File: src/rtl/lc3_mem_bridge.sv
// lc3_mem_bridge: LC-3 memory port to RAMHelper bridge with an optional
// memory-mapped device page (KBSR/KBDR/DSR/DDR/MCR), enabled by LC3_MMIO_EN.
`default_nettype none

module lc3_mem_bridge #(
    parameter int ADDR_W = 16,
    parameter int DATA_W = 16
) (
    input  logic              clk,
    input  logic              rst_n,
    input  logic              req_valid,
    output logic              req_ready,
    input  logic              req_wen,
    input  logic [ADDR_W-1:0] req_addr,
    input  logic [DATA_W-1:0] req_wdata,
    output logic              resp_valid,
    input  logic              resp_ready,
    output logic [DATA_W-1:0] resp_rdata,
    output logic [ADDR_W-1:0] ram_ridx,
    input  logic [DATA_W-1:0] ram_rdata,
    output logic [ADDR_W-1:0] ram_widx,
    output logic [DATA_W-1:0] ram_wdata,
    output logic              ram_wen,
    input  logic              kb_valid,
    output logic              kb_ready,
    input  logic [7:0]        kb_data,
    output logic              dsp_valid,
    input  logic              dsp_ready,
    output logic [7:0]        dsp_data,
    output logic              kb_irq,
    output logic              run
);

    typedef enum logic [1:0] {
        ST_IDLE = 2'd0,
        ST_RD   = 2'd1,
        ST_RESP = 2'd2
    } state_t;

    state_t state_q, state_d;

    logic [ADDR_W-1:0] addr_q, addr_d;
    logic [ADDR_W-1:0] widx_q, widx_d;
    logic [DATA_W-1:0] wdata_q, wdata_d;
    logic [DATA_W-1:0] rdata_q, rdata_d;

    logic              accept;
    logic              is_dev;
    logic              ram_wr;
    logic [DATA_W-1:0] dev_rdata;

    assign req_ready  = (state_q == ST_IDLE);
    assign accept     = req_valid & req_ready;
    assign resp_valid = (state_q == ST_RESP);
    assign resp_rdata = rdata_q;

    // RAM port is driven straight from the request in the accept cycle so the
    // RAM's one-cycle read latency overlaps the handshake.
    assign ram_wr    = accept & req_wen & ~is_dev;
    assign ram_wen   = ram_wr;
    assign ram_ridx  = accept ? req_addr : addr_q;
    assign ram_widx  = ram_wr ? req_addr : widx_q;
    assign ram_wdata = ram_wr ? req_wdata : wdata_q;

    always_comb begin
        state_d = state_q;
        addr_d  = addr_q;
        rdata_d = rdata_q;
        widx_d  = widx_q;
        wdata_d = wdata_q;
        if (ram_wr) begin
            widx_d  = req_addr;
            wdata_d = req_wdata;
        end
        case (state_q)
            ST_IDLE: begin
                if (accept) begin
                    if (is_dev) begin
                        rdata_d = req_wen ? '0 : dev_rdata;
                        state_d = ST_RESP;
                    end else if (req_wen) begin
                        rdata_d = '0;
                        state_d = ST_RESP;
                    end else begin
                        addr_d  = req_addr;
                        state_d = ST_RD;
                    end
                end
            end
            ST_RD: begin
                rdata_d = ram_rdata;
                state_d = ST_RESP;
            end
            ST_RESP: begin
                if (resp_ready) begin
                    state_d = ST_IDLE;
                end
            end
            default: state_d = ST_IDLE;
        endcase
    end

    always_ff @(posedge clk or negedge rst_n) begin
        if (!rst_n) begin
            state_q <= ST_IDLE;
            addr_q  <= '0;
            rdata_q <= '0;
            widx_q  <= '0;
            wdata_q <= '0;
        end else begin
            state_q <= state_d;
            addr_q  <= addr_d;
            rdata_q <= rdata_d;
            widx_q  <= widx_d;
            wdata_q <= wdata_d;
        end
    end

`ifdef LC3_MMIO_EN
    localparam logic [ADDR_W-1:0] KBSR_ADDR = ADDR_W'(16'hFE00);
    localparam logic [ADDR_W-1:0] KBDR_ADDR = ADDR_W'(16'hFE02);
    localparam logic [ADDR_W-1:0] DSR_ADDR  = ADDR_W'(16'hFE04);
    localparam logic [ADDR_W-1:0] DDR_ADDR  = ADDR_W'(16'hFE06);
    localparam logic [ADDR_W-1:0] MCR_ADDR  = ADDR_W'(16'hFFFE);

    logic       kb_full_q, kb_full_d;
    logic       kb_ie_q, kb_ie_d;
    logic [7:0] kb_byte_q, kb_byte_d;
    logic       dsp_valid_q, dsp_valid_d;
    logic [7:0] dsp_data_q, dsp_data_d;
    logic       run_q, run_d;
    logic       dev_rd, dev_wr;

    assign is_dev    = &req_addr[ADDR_W-1:9];
    assign dev_rd    = accept & is_dev & ~req_wen;
    assign dev_wr    = accept & is_dev & req_wen;
    assign kb_ready  = ~kb_full_q;
    assign kb_irq    = kb_full_q & kb_ie_q;
    assign dsp_valid = dsp_valid_q;
    assign dsp_data  = dsp_data_q;
    assign run       = run_q;

    always_comb begin
        dev_rdata = '0;
        case (req_addr)
            KBSR_ADDR: dev_rdata = DATA_W'({kb_full_q, kb_ie_q, 14'b0});
            KBDR_ADDR: dev_rdata = DATA_W'({8'h00, kb_byte_q});
            DSR_ADDR:  dev_rdata = DATA_W'({~dsp_valid_q, 15'b0});
            MCR_ADDR:  dev_rdata = DATA_W'({run_q, 15'b0});
            default:   dev_rdata = '0;
        endcase
    end

    always_comb begin
        kb_full_d   = kb_full_q;
        kb_ie_d     = kb_ie_q;
        kb_byte_d   = kb_byte_q;
        dsp_valid_d = dsp_valid_q;
        dsp_data_d  = dsp_data_q;
        run_d       = run_q;
        if (dev_rd && req_addr == KBDR_ADDR) begin
            kb_full_d = 1'b0;
        end
        // Push is only possible while empty, so it never races a KBDR clear.
        if (kb_valid && !kb_full_q) begin
            kb_full_d = 1'b1;
            kb_byte_d = kb_data;
        end
        if (dsp_valid_q && dsp_ready) begin
            dsp_valid_d = 1'b0;
        end
        if (dev_wr) begin
            case (req_addr)
                KBSR_ADDR: kb_ie_d = req_wdata[14];
                DDR_ADDR: begin
                    if (!dsp_valid_q) begin
                        dsp_valid_d = 1'b1;
                        dsp_data_d  = req_wdata[7:0];
                    end
                end
                MCR_ADDR:  run_d = req_wdata[15];
                default:   ;
            endcase
        end
    end

    always_ff @(posedge clk or negedge rst_n) begin
        if (!rst_n) begin
            kb_full_q   <= 1'b0;
            kb_ie_q     <= 1'b0;
            kb_byte_q   <= '0;
            dsp_valid_q <= 1'b0;
            dsp_data_q  <= '0;
            run_q       <= 1'b1;
        end else begin
            kb_full_q   <= kb_full_d;
            kb_ie_q     <= kb_ie_d;
            kb_byte_q   <= kb_byte_d;
            dsp_valid_q <= dsp_valid_d;
            dsp_data_q  <= dsp_data_d;
            run_q       <= run_d;
        end
    end
`else
    logic unused_dev_inputs;

    assign is_dev            = 1'b0;
    assign dev_rdata         = '0;
    assign kb_ready          = 1'b0;
    assign kb_irq            = 1'b0;
    assign dsp_valid         = 1'b0;
    assign dsp_data          = '0;
    assign run               = 1'b1;
    assign unused_dev_inputs = ^{kb_valid, kb_data, dsp_ready};
`endif

endmodule

`default_nettype wire

File: config.mk
export PLATFORM = sky130hd
export DESIGN_NAME = lc3_mem_bridge
export DESIGN_NICKNAME = d
export VERILOG_FILES = /design/src/rtl/lc3_mem_bridge.sv
export SDC_FILE = /design/constraint.sdc
export NUM_CORES = 1
export LEC_CHECK = 0
export CAP_MARGIN = 5
export CORE_UTILIZATION = 44
export CTS_CLUSTER_DIAMETER = 150
export DETAILED_ROUTE_END_ITERATION = 7
export PLACE_DENSITY = 0.87
export SYNTH_ARGS = -nofsm -noshare
export SYNTH_HDL_FRONTEND = slang
export SYNTH_SLANG_ARGS = --single-unit
File: constraint.sdc
create_clock -name clk -period 5.24 [get_ports clk]
set_clock_uncertainty 0.15 [all_clocks]
set_input_delay 0.524 -clock clk [delete_from_list [all_inputs] [get_ports clk]]
set_output_delay 0.524 -clock clk [all_outputs]
set_load 0.01 [all_outputs]
======== After elaboration in Yosys (flattened, before gate mapping) ========
Index checks and enable logic that the tools add are counted.
cells by class
  equality and inequality tests ........... 5
  mux-type cells .......................... 10
  bitwise logic cells ..................... 3
  reductions and logical operators ........ 5
operator list
  cell                  number
  $mux W16              5
  $pmux W16 S2          1
  $mux W2               3
  $ne A2 B1 Y1 const B  3
  $pmux W2 S3           1
  $reduce_and A3 Y1     2
  $and A1 B1 Y1         2
  $eq A2 B1 Y1 const B  1
  $eq A2 B2 Y1 const B  1
  $logic_not A2 Y1      1
  $reduce_and A2 Y1     1
  $reduce_bool A2 Y1    1
  $not A1 Y1            1
storage, ports and cells
  bits in registers ....................... 66
  output and inout bits ................... 79
  logic and storage cells ................. 28

======== Longest topological paths before layout ========
Gate-level depths: netlist of run 1.
  word-level depth ........................ 4
  depth in mapped cells ................... 4
  mapped depth without buffers ............ 2

======== Worst setup path before layout of run 1 ========
Ideal clock, no wire load.
  kind .................................... input to output
  from .................................... input port req_valid
  to ...................................... output port ram_wdata[10]
  data arrival time ....................... 1.491 ns
  required time ........................... 4.566 ns
  path slack .............................. 3.075 ns
  stages .................................. 4
  path through ............................ nor4bb_1 buf_2 buf_4 mux2_2
between the ends
  longest elaborated chain between the ends .. 3
ends and longest elaborated chain
  element             line  source
  start: declaration  11    input logic req_valid,
  $and A1 B1 Y1       53    assign accept = req_valid & req_ready;
  $and A1 B1 Y1       59    assign ram_wr = accept & req_wen & ~is_dev;
  named net ram_wen   23    output logic ram_wen,
  $mux W16            63    assign ram_wdata = ram_wr ? req_wdata : wdata_q;
  end: declaration    22    output logic [DATA_W-1:0] ram_wdata,
The timed path passes the listed nets, and every way through them passes these cells.

======== Worst setup path after layout of run 1 ========
  from .................................... register state_q[0]
  to ...................................... output port ram_widx[11]
between the ends
  longest elaborated chain between the ends .. 4
ends and longest elaborated chain
  element                   line  source
  start: declaration        40    state_t state_q, state_d;
  start signal: assignment  111   state_q <= state_d;
  $logic_not A2 Y1          52    assign req_ready = (state_q == ST_IDLE);
  $and A1 B1 Y1             53
  $and A1 B1 Y1             59
  $mux W16                  62    assign ram_widx = ram_wr ? req_addr : widx_q;
  end: declaration          21    output logic [ADDR_W-1:0] ram_widx,
Every way passes these cells.

==> reports/metrics.cfg, run 1 <==
[status]
status=finished, final reports clean

[critical_path]
cp_slowest_stage_delay_ns=0.69
end_kind=output port
cp_data_required_time_ns=4.57
slowest_stage=dfrtp_1
critPathMaxFanout=33
path_class=reg -> out
critPathTopFamily=buffers and inverters
worstSetupStartpointType=flop
reg2reg_depth=2
critical_path_buf_inv_count=2
cp.depth=4
crit_arrival_ns=2.73
crit_chain=nor4bb_4 > buf_4 > mux2_2 > clkdlybuf4s50_1

[detailed_routing]
first_pass_iters=5
avgRoutedWirePerCell_um=15.3
vias=2097
vias_per_cell=5.05
finalWirelength_mm=6.33
route.detailed.drc=0
antenna_left=0
drt-initial-drc-count=84

[clocking]
clk_latency_ns=0.33
root_buffer=clkbuf_8
clk_pin_slew_ns=0.08
cts_tree=done
htreeDepth=3
cts_sinks=66
clock_path_buffers=2
cts_buffers=9
post_cts_buffers=0
cts_hold_buf=0
ctsResizeCount=0

[timing]
worstMarginPinSlew_ns=1.12
setup_viol=0
max_freq_ghz=0.294
period_share=0.649
rsz0062_at_grt=false
hold_viol_final=0
tns_ns=0
relSlewSlack=0.253
fin_crit_ns=3.40
slew_violations=0

[synthesis]
synthesis.area_um2=2940
synth-seq-cells=66
yosysWarnings=0
ys_seq_area_frac=0.562
synth_cell_types=21
avgSynthCellArea_um2=13.6
syn_inst=216

[global_routing]
grt_pass1_wl_mm=10.6
grt_max_degree=67
overflow=0
grt_usage=0.191
antenna_found_initial=0
grt_pass1_vias=2175

[cells_and_area]
drive_gt1_frac=0.249
design_area_um2=4310
nets=396
fill_cells=479
diodes=0
syn_to_final_growth_pct=46.6

[power]
p_seq_frac=0.357
power_density_nw_per_um2=578
clkPwrFrac=0.154
net-switching-power_mw=0.776
power_frac_comb=0.489
switching_share=0.312
p_int_mw=1.71
leakage_nw=1.78
ir_drop_uv=367

[placement]
place.gp.congestion=0.710
placed_cell_area_um2=4130
hpwl_mm=4.32
io_buffer_count=119

[floorplanning]
core_area_um2=6390
placementRows=29
start_util=0.460
die_h_um=83.7
die_area_um2=7010
ios=142
die_width_um=83.7

[hold_path]
hold_class=in -> async

[run]
maxCapViolCount=0

-- placed cells by master (no fill, tap or decap), types with 3 or more instances in the layout --
master           Yosys  final
buf_4               16      3
nand3b_1            16     16
clkdlybuf4s50_1      0    118
inv_1               16     16
clkbuf_8             0     10
mux2_2              62     62
conb_1               2     12
o31ai_1             16     16
dfrtp_1             66     66
-- Yosys cell counts --
cell type	n	area, um^2
and3b_1	1	8.76
nor4b_4	1	23.8
conb_1	2	7.51
nor3b_2	1	12.5
a21oi_1	1	5.00
buf_1	1	3.75
buf_2	4	20.0
nor2_1	1	3.75
buf_6	1	11.3
o21a_1	1	7.51
nand3b_1	16	120
mux2_2	62	698
nor4bb_1	1	10.0
nand2_1	1	3.75
nor2b_1	2	12.5
dfrtp_1	66	1650
buf_4	16	120
o31ai_1	16	120
clkbuf_1	4	15.0
inv_1	16	60.1
mux2_1	2	22.5
-- kinds of logic (layout without fill, tap and decap cells) --
group                  Yosys count  count (layout)  share of synthesized area
and+or+nand+nor                 24              24                     0.0664
muxes                           64              64                      0.245
other                            2              12                    0.00256
DFF                             66              66                      0.562
AOI/OAI and AO/OA               18              18                     0.0451
buffers and inverters           42             154                     0.0784
-- layout make-up --
class | count | area, um^2 | area share
clock buffers | 11 | 141 | 0.0328
clock inverters | 5 | 38.8 | 0.00901
inverters | 16 | 60.1 | 0.0139
multi-input cells | 118 | 1110 | 0.257
flip-flops and latches | 66 | 1650 | 0.384
well taps | 77 | 96.3 | 0.0224
repair buffers | 122 | 1210 | 0.281
-- registers in the layout (all words and copies together), names as in the netlist --
| signal | cells |
|---|---|
| wdata_q | 16 |
| state_q | 2 |
| addr_q | 16 |
| resp_rdata | 16 |
| widx_q | 16 |
-- final timing paths --
check / start / end / slack, ns
min reg2reg: widx_q[2] / widx_q[2] / 0.34
min: rst_n / widx_q[6] / 0.21
min in group clk: widx_q[2] / widx_q[2] / 0.34
max reg2reg: state_q[0] / addr_q[13] / 2.82
max: state_q[0] / ram_widx[11] / 1.84
max in group asynchronous: rst_n / resp_rdata[6] / 4.17
-- per-layer routing --
layer  vias to the layer above  track usage  routed length, um
met5                         -            0                  0
met4                         0       0.0709                 88
met3                        11       0.0722                561
met2                        93        0.298               3020
met1                      1035        0.244               2660
li1                        958            -                  -
-- power groups by stage --
stage	Sequential, mW	Clock (mW)	Combinational [mW]
5_1_grt	0.920	0.416	1.30
2_1_floorplan	0.874	0	0.585
3_5_place_dp	0.901	0	1.22
4_1_cts	0.890	0.395	1.23
3_3_place_gp	0.880	0	1.20
6_report	0.888	0.383	1.22
-- per-stage QoR --
step                      power (mW)  setup WS (ns)  hold slack, ns  cells   util
after floorplan                 1.46           3.08          0.0784    226      -
after global placement          2.08           1.87           0.317    399  0.646
after detailed placement        2.12           1.84           0.327    399  0.646
after CTS                       2.52           1.78           0.255    415  0.674
after global routing            2.64           1.66           0.297    415  0.674
final                           2.49           1.84           0.205    415  0.674
Note: power is estimated with default switching activity, not from simulation.
==> run 2: changes to the inputs <==
CORE_UTILIZATION = 37   (was 44)
PLACE_DENSITY = 0.78   (was 0.87)
clock period = 2.77 ns   (was 5.24 ns; I/O delays follow)
==> run 2 against run 1 <==
Effect of this change:
- highest routed layer unchanged
- cell count rose by 8.4%
- core utilization fell by 8.8 points
- sequential power rose by 84%
- clock power rose by 140%
- worst setup slack got worse by 1.8 ns
==> reports/metrics.cfg, run 2 (synthesis gave the netlist of run 1 again) <==
[status]
status=finished, final reports clean

[power]
p_seq_frac=0.328
p_int_mw=3.45
power_frac_comb=0.489
leakage_nw=1.87
clkPwrFrac=0.183
power_density_nw_per_um2=1100
net-switching-power_mw=1.52
switching_share=0.306
ir_drop_uv=613

[detailed_routing]
route.detailed.drc=0
antenna_left=0
wl_met1_mm=2.87
highest_layer=met4
vias_per_cell=4.66
drt-initial-drc-count=63
avgRoutedWirePerCell_um=15.2
first_pass_iters=4
wl_met2_mm=3.23
met3_length_um=646
finalWirelength_mm=6.86
vias=2098

[critical_path]
worstSetupStartpointType=flop
path_class=reg -> out
crit_chain=nor4bb_4 > buf_4 > clkbuf_16 > mux2_2 > clkdlybuf4s50_1
end_kind=output port
worstReg2RegStart=state_q[0]
cp_slowest_stage_delay_ns=0.49
cp_data_required_time_ns=2.34
r2r_slack_ns=0.92
reg2reg_depth=4
r2r_end=addr_q[13]
critPathMaxFanout=16
slowest_stage=clkdlybuf4s50_1
crit_arrival_ns=2.29

[timing]
relSlewSlack=0.449
period_share=0.981
slew_violations=0
hold_viol_final=0
setup_viol=0
worstMarginPinSlew_ns=0.826
max_freq_ghz=0.368
tns_ns=0
fin_crit_ns=2.72

[placement]
place.gp.congestion=0.766
hpwl_mm=4.52
io_buffer_count=119

[hold_path]
min_path_cells=1
hold-path-endpoint=widx_q[3]
holdCritStartpoint=widx_q[3]
hold_class=reg -> reg

[cells_and_area]
diodes=0
final_common_cell=clkdlybuf4s50_1
final_cell_mix=clkdlybuf4s50_1 (117), dfrtp_1 (65), mux2_2 (62)
nets=406
syn_to_final_growth_pct=53.3
drive_gt1_frac=0.273
fin_util=0.586

[clocking]
root_buffer=clkbuf_8
cts_sinks=66
cts_tree=done
cts_buffers=9
htreeDepth=3
clk_latency_ns=0.34
clock_path_buffers=2
clk_pin_slew_ns=0.08

[floorplanning]
core_area_um2=7690
die_width_um=91.1
start_util=0.382
placementRows=32
die_h_um=91.1
die_area_um2=8300
ios=142

[global_routing]
grt_pass1_vias=2261
grt_max_degree=67
grt_usage=0.172
grt_pass1_wl_mm=11.0
overflow=0
antenna_found_initial=0

[run]
maxCapViolCount=0

[run 2: changes by cell type in the layout (fill, tap and decap cells not counted), moves of 2 or more]
cell	delta
bufinv_16	+2
buf_4	+6
inv_6	+2
buf_12	+2
clkinv_4	-2
[run 2: timing repair]
action                                  CTS  global route
endpoints found under the hold margin    55             0
endpoints found under the setup margin    0            14
setup buffers                             0             2
hold buffers                              1             0
gates resized for setup                   0             2
[run 2: per-layer routing]
| metal | GRT usage | vias to the layer above |
|---|---|---|
| met1 | 0.198 | 1017 |
| met5 | 0 | - |
| met2 | 0.275 | 88 |
| li1 | - | 983 |
| met4 | 0.0794 | 0 |
| met3 | 0.0762 | 10 |
[run 2: critical path, delay by kind of cell (launching register included)]
kind / cells / cell delay, ns
buffers and inverters: 3 / 0.83
flip-flops: 1 / 0.45
multiplexers: 1 / 0.35
AND/OR/NAND/NOR: 1 / 0.31
[run 2: layout make-up]
cell class	instances	area, um^2
Clock buffer	9	124
Clock inverter	7	98.8
Fill cell	641	3180
Inverter	16	60.1
Multi-Input combinational cell	118	1110
Sequential cell	66	1650
Tap cell	102	128
Timing Repair Buffer	132	1330
[run 2: how the worst max path moves through the flow]
stage	start	to	slack, ns
after detailed placement	req_valid	ram_widx[15]	0.07
after floorplan	state_q[0]	ram_ridx[10]	0.91
after CTS	state_q[0]	ram_widx[15]	0.004
after global routing	state_q[1]	ram_wdata[13]	-0.02
after global placement	req_valid	ram_widx[15]	0.09
final	state_q[1]	ram_wdata[12]	0.05
[run 2: through the flow]
| stage | instance area, um^2 | hold slack, ns | total power [mW] | instances | setup slack, ns |
|---|---|---|---|---|---|
| after CTS | 4460 | 0.345 | 5.01 | 447 | 0.00429 |
| after detailed placement | 4230 | 0.328 | 4.06 | 430 | 0.0681 |
| after global placement | 4230 | 0.317 | 4.00 | 430 | 0.0910 |
| final | 4500 | 0.347 | 4.97 | 450 | 0.0518 |
| after floorplan | 2980 | -0.169 | 2.76 | 226 | 0.915 |
| after global routing | 4500 | 0.360 | 5.26 | 450 | -0.0194 |
[run 2: power groups by stage]
stage	clock network [mW]	logic (mW)	registers [mW]
5_1_grt	0.963	2.61	1.69
3_5_place_dp	0	2.41	1.65
6_report	0.907	2.43	1.63
2_1_floorplan	0	1.11	1.65
4_1_cts	0.934	2.44	1.64
3_3_place_gp	0	2.38	1.62
==> run 3: changes to the inputs <==
PLACE_DENSITY = 0.75   (was 0.78)
==> run 3 against run 2 <==
Effect of this change:
- total power decreased by 2.9%
- largest power group unchanged
- register-to-register slack improved by 0.04 ns
- clock-buffer cell count rose by 1
- core utilization is 0.11 points higher
- via count fell by 0.19%
- first-iteration DRC count down 17%
- non-clock buffer count grew 2
- wire length decreased by 6.6%
- design area grew 0.19%
- sequential share of layout area down 0.071 points
- critical endpoint is now ram_wdata[11]
==> reports/metrics.cfg, run 3 (synthesis gave the netlist of run 1 again) <==
[status]
status=finished, final reports clean

[cells_and_area]
final_common_cell=clkdlybuf4s50_1
final_cell_mix=clkdlybuf4s50_1 (109), dfrtp_1 (65), mux2_2 (62)
syn_to_final_growth_pct=53.6
fin_util=0.587
drive_gt1_frac=0.277
fill_cells=609
nets=408
diodes=0
finalNonFillerCells=452
design_area_um2=4510

[floorplanning]
start_util=0.382
ios=142
placementRows=32
die_width_um=91.1
die_h_um=91.1
die_area_um2=8300
core_area_um2=7690

[timing]
max_freq_ghz=0.374
period_share=0.966
slew_violations=0
post-route-worst-setup-slack_ns=0.0937
tns_ns=0
fin_crit_ns=2.68
hold_slack_ns=0.333
relSlewSlack=0.464
worstMarginPinSlew_ns=0.804
hold_viol_final=0
setup_viol=0

[detailed_routing]
route.detailed.drc=0
antenna_left=0
drt-initial-drc-count=52
first_pass_iters=4
finalWirelength_mm=6.40
vias_per_cell=4.63
avgRoutedWirePerCell_um=14.2
vias=2094

[critical_path]
worstSetupStartpointType=flop
crit_chain=nor4bb_4 > buf_6 > mux2_2 > clkdlybuf4s50_1
cp_data_required_time_ns=2.34
slowest_stage=clkdlybuf4s50_1
path_class=reg -> out
cp_slowest_stage_delay_ns=0.49
critPathTopFamily=buffers and inverters
end_kind=output port
crit_arrival_ns=2.25
critical_path_buf_inv_count=2
critPathMaxFanout=15

[power]
p_int_mw=3.36
p_seq_frac=0.336
switching_share=0.304
p_total_mw=4.83
leakage_nw=1.95
net-switching-power_mw=1.47
ir_drop_uv=632
power_frac_comb=0.495
clkPwrFrac=0.169
power_density_nw_per_um2=1070

[clocking]
cts_tree=done
cts_buffers=9
clk_latency_ns=0.33
cts_sinks=66
htreeDepth=3
clk_pin_slew_ns=0.07
clock_path_buffers=2
root_buffer=clkbuf_8

[global_routing]
grt_pass1_wl_mm=10.4
overflow=0
grt_usage=0.161
grt_pass1_vias=2132
grt_max_degree=36
antenna_found_initial=0

[placement]
place.gp.congestion=0.717
io_buffer_count=119
placed_cell_area_um2=4230
dp.cells=431
hpwl_mm=4.41
dp_slack_ns=0.0699

[hold_path]
hold_class=reg -> reg

[run]
maxCapViolCount=0

-- run 3: cell count changes in the layout (fill, tap and decap cells not counted), moves of 2 or more --
cell	change
clkdlybuf4s50_1	-8
dlymetal6s2s_1	+8
buf_6	+3
inv_6	-2
-- run 3: power by group through the flow --
stage,clock [mW],combinational [mW],sequential [mW]
3_5_place_dp,0,2.39,1.64
4_1_cts,0.844,2.41,1.63
6_report,0.816,2.39,1.62
2_1_floorplan,0,1.11,1.65
5_1_grt,0.877,2.56,1.69
3_3_place_gp,0,2.38,1.62
-- run 3: per-layer routing --
metal  GRT usage  up-vias  routed length, um
met5           0        -                  0
met4      0.0503        0                 57
met3      0.0704        6                583
met2       0.259       86               3010
met1       0.193     1023               2750
li1            -      979                  -
-- run 3: layout make-up --
type / count / area [um^2] / share of cell area
Sequential cell: 66 / 1650 / 0.366
Timing Repair Buffer: 134 / 1360 / 0.301
Multi-Input combinational cell: 118 / 1110 / 0.246
Clock buffer: 10 / 138 / 0.0305
Tap cell: 102 / 128 / 0.0283
Clock inverter: 6 / 65.1 / 0.0144
Inverter: 16 / 60.1 / 0.0133
-- run 3: path summary, 6_finish.rpt --
check | end | cells after the start | from | slack (ns)
max | ram_wdata[11] | 4 | state_q[1] | 0.09
min | widx_q[2] | 1 | widx_q[2] | 0.33
max reg2reg | addr_q[11] | 4 | state_q[0] | 0.96
min reg2reg | widx_q[2] | 1 | widx_q[2] | 0.33
max in group asynchronous | state_q[1] | 3 | rst_n | 1.39
min in group asynchronous | widx_q[11] | 2 | rst_n | 0.42
-- run 3: timing repair --
action,in CTS,in global routing
gates resized for setup,0,15
buffers inserted,0,3
hold buffers,1,0
endpoints found under the setup margin,0,32
hold endpoints to repair,34,0
-- run 3: worst reg2reg max path, delay by kind of cell (launching register included) --
| family | cells | cell delay [ns] |
|---|---|---|
| buffers and inverters | 2 | 0.51 |
| DFF | 1 | 0.42 |
| muxes | 1 | 0.38 |
| and+or+nand+nor | 1 | 0.25 |
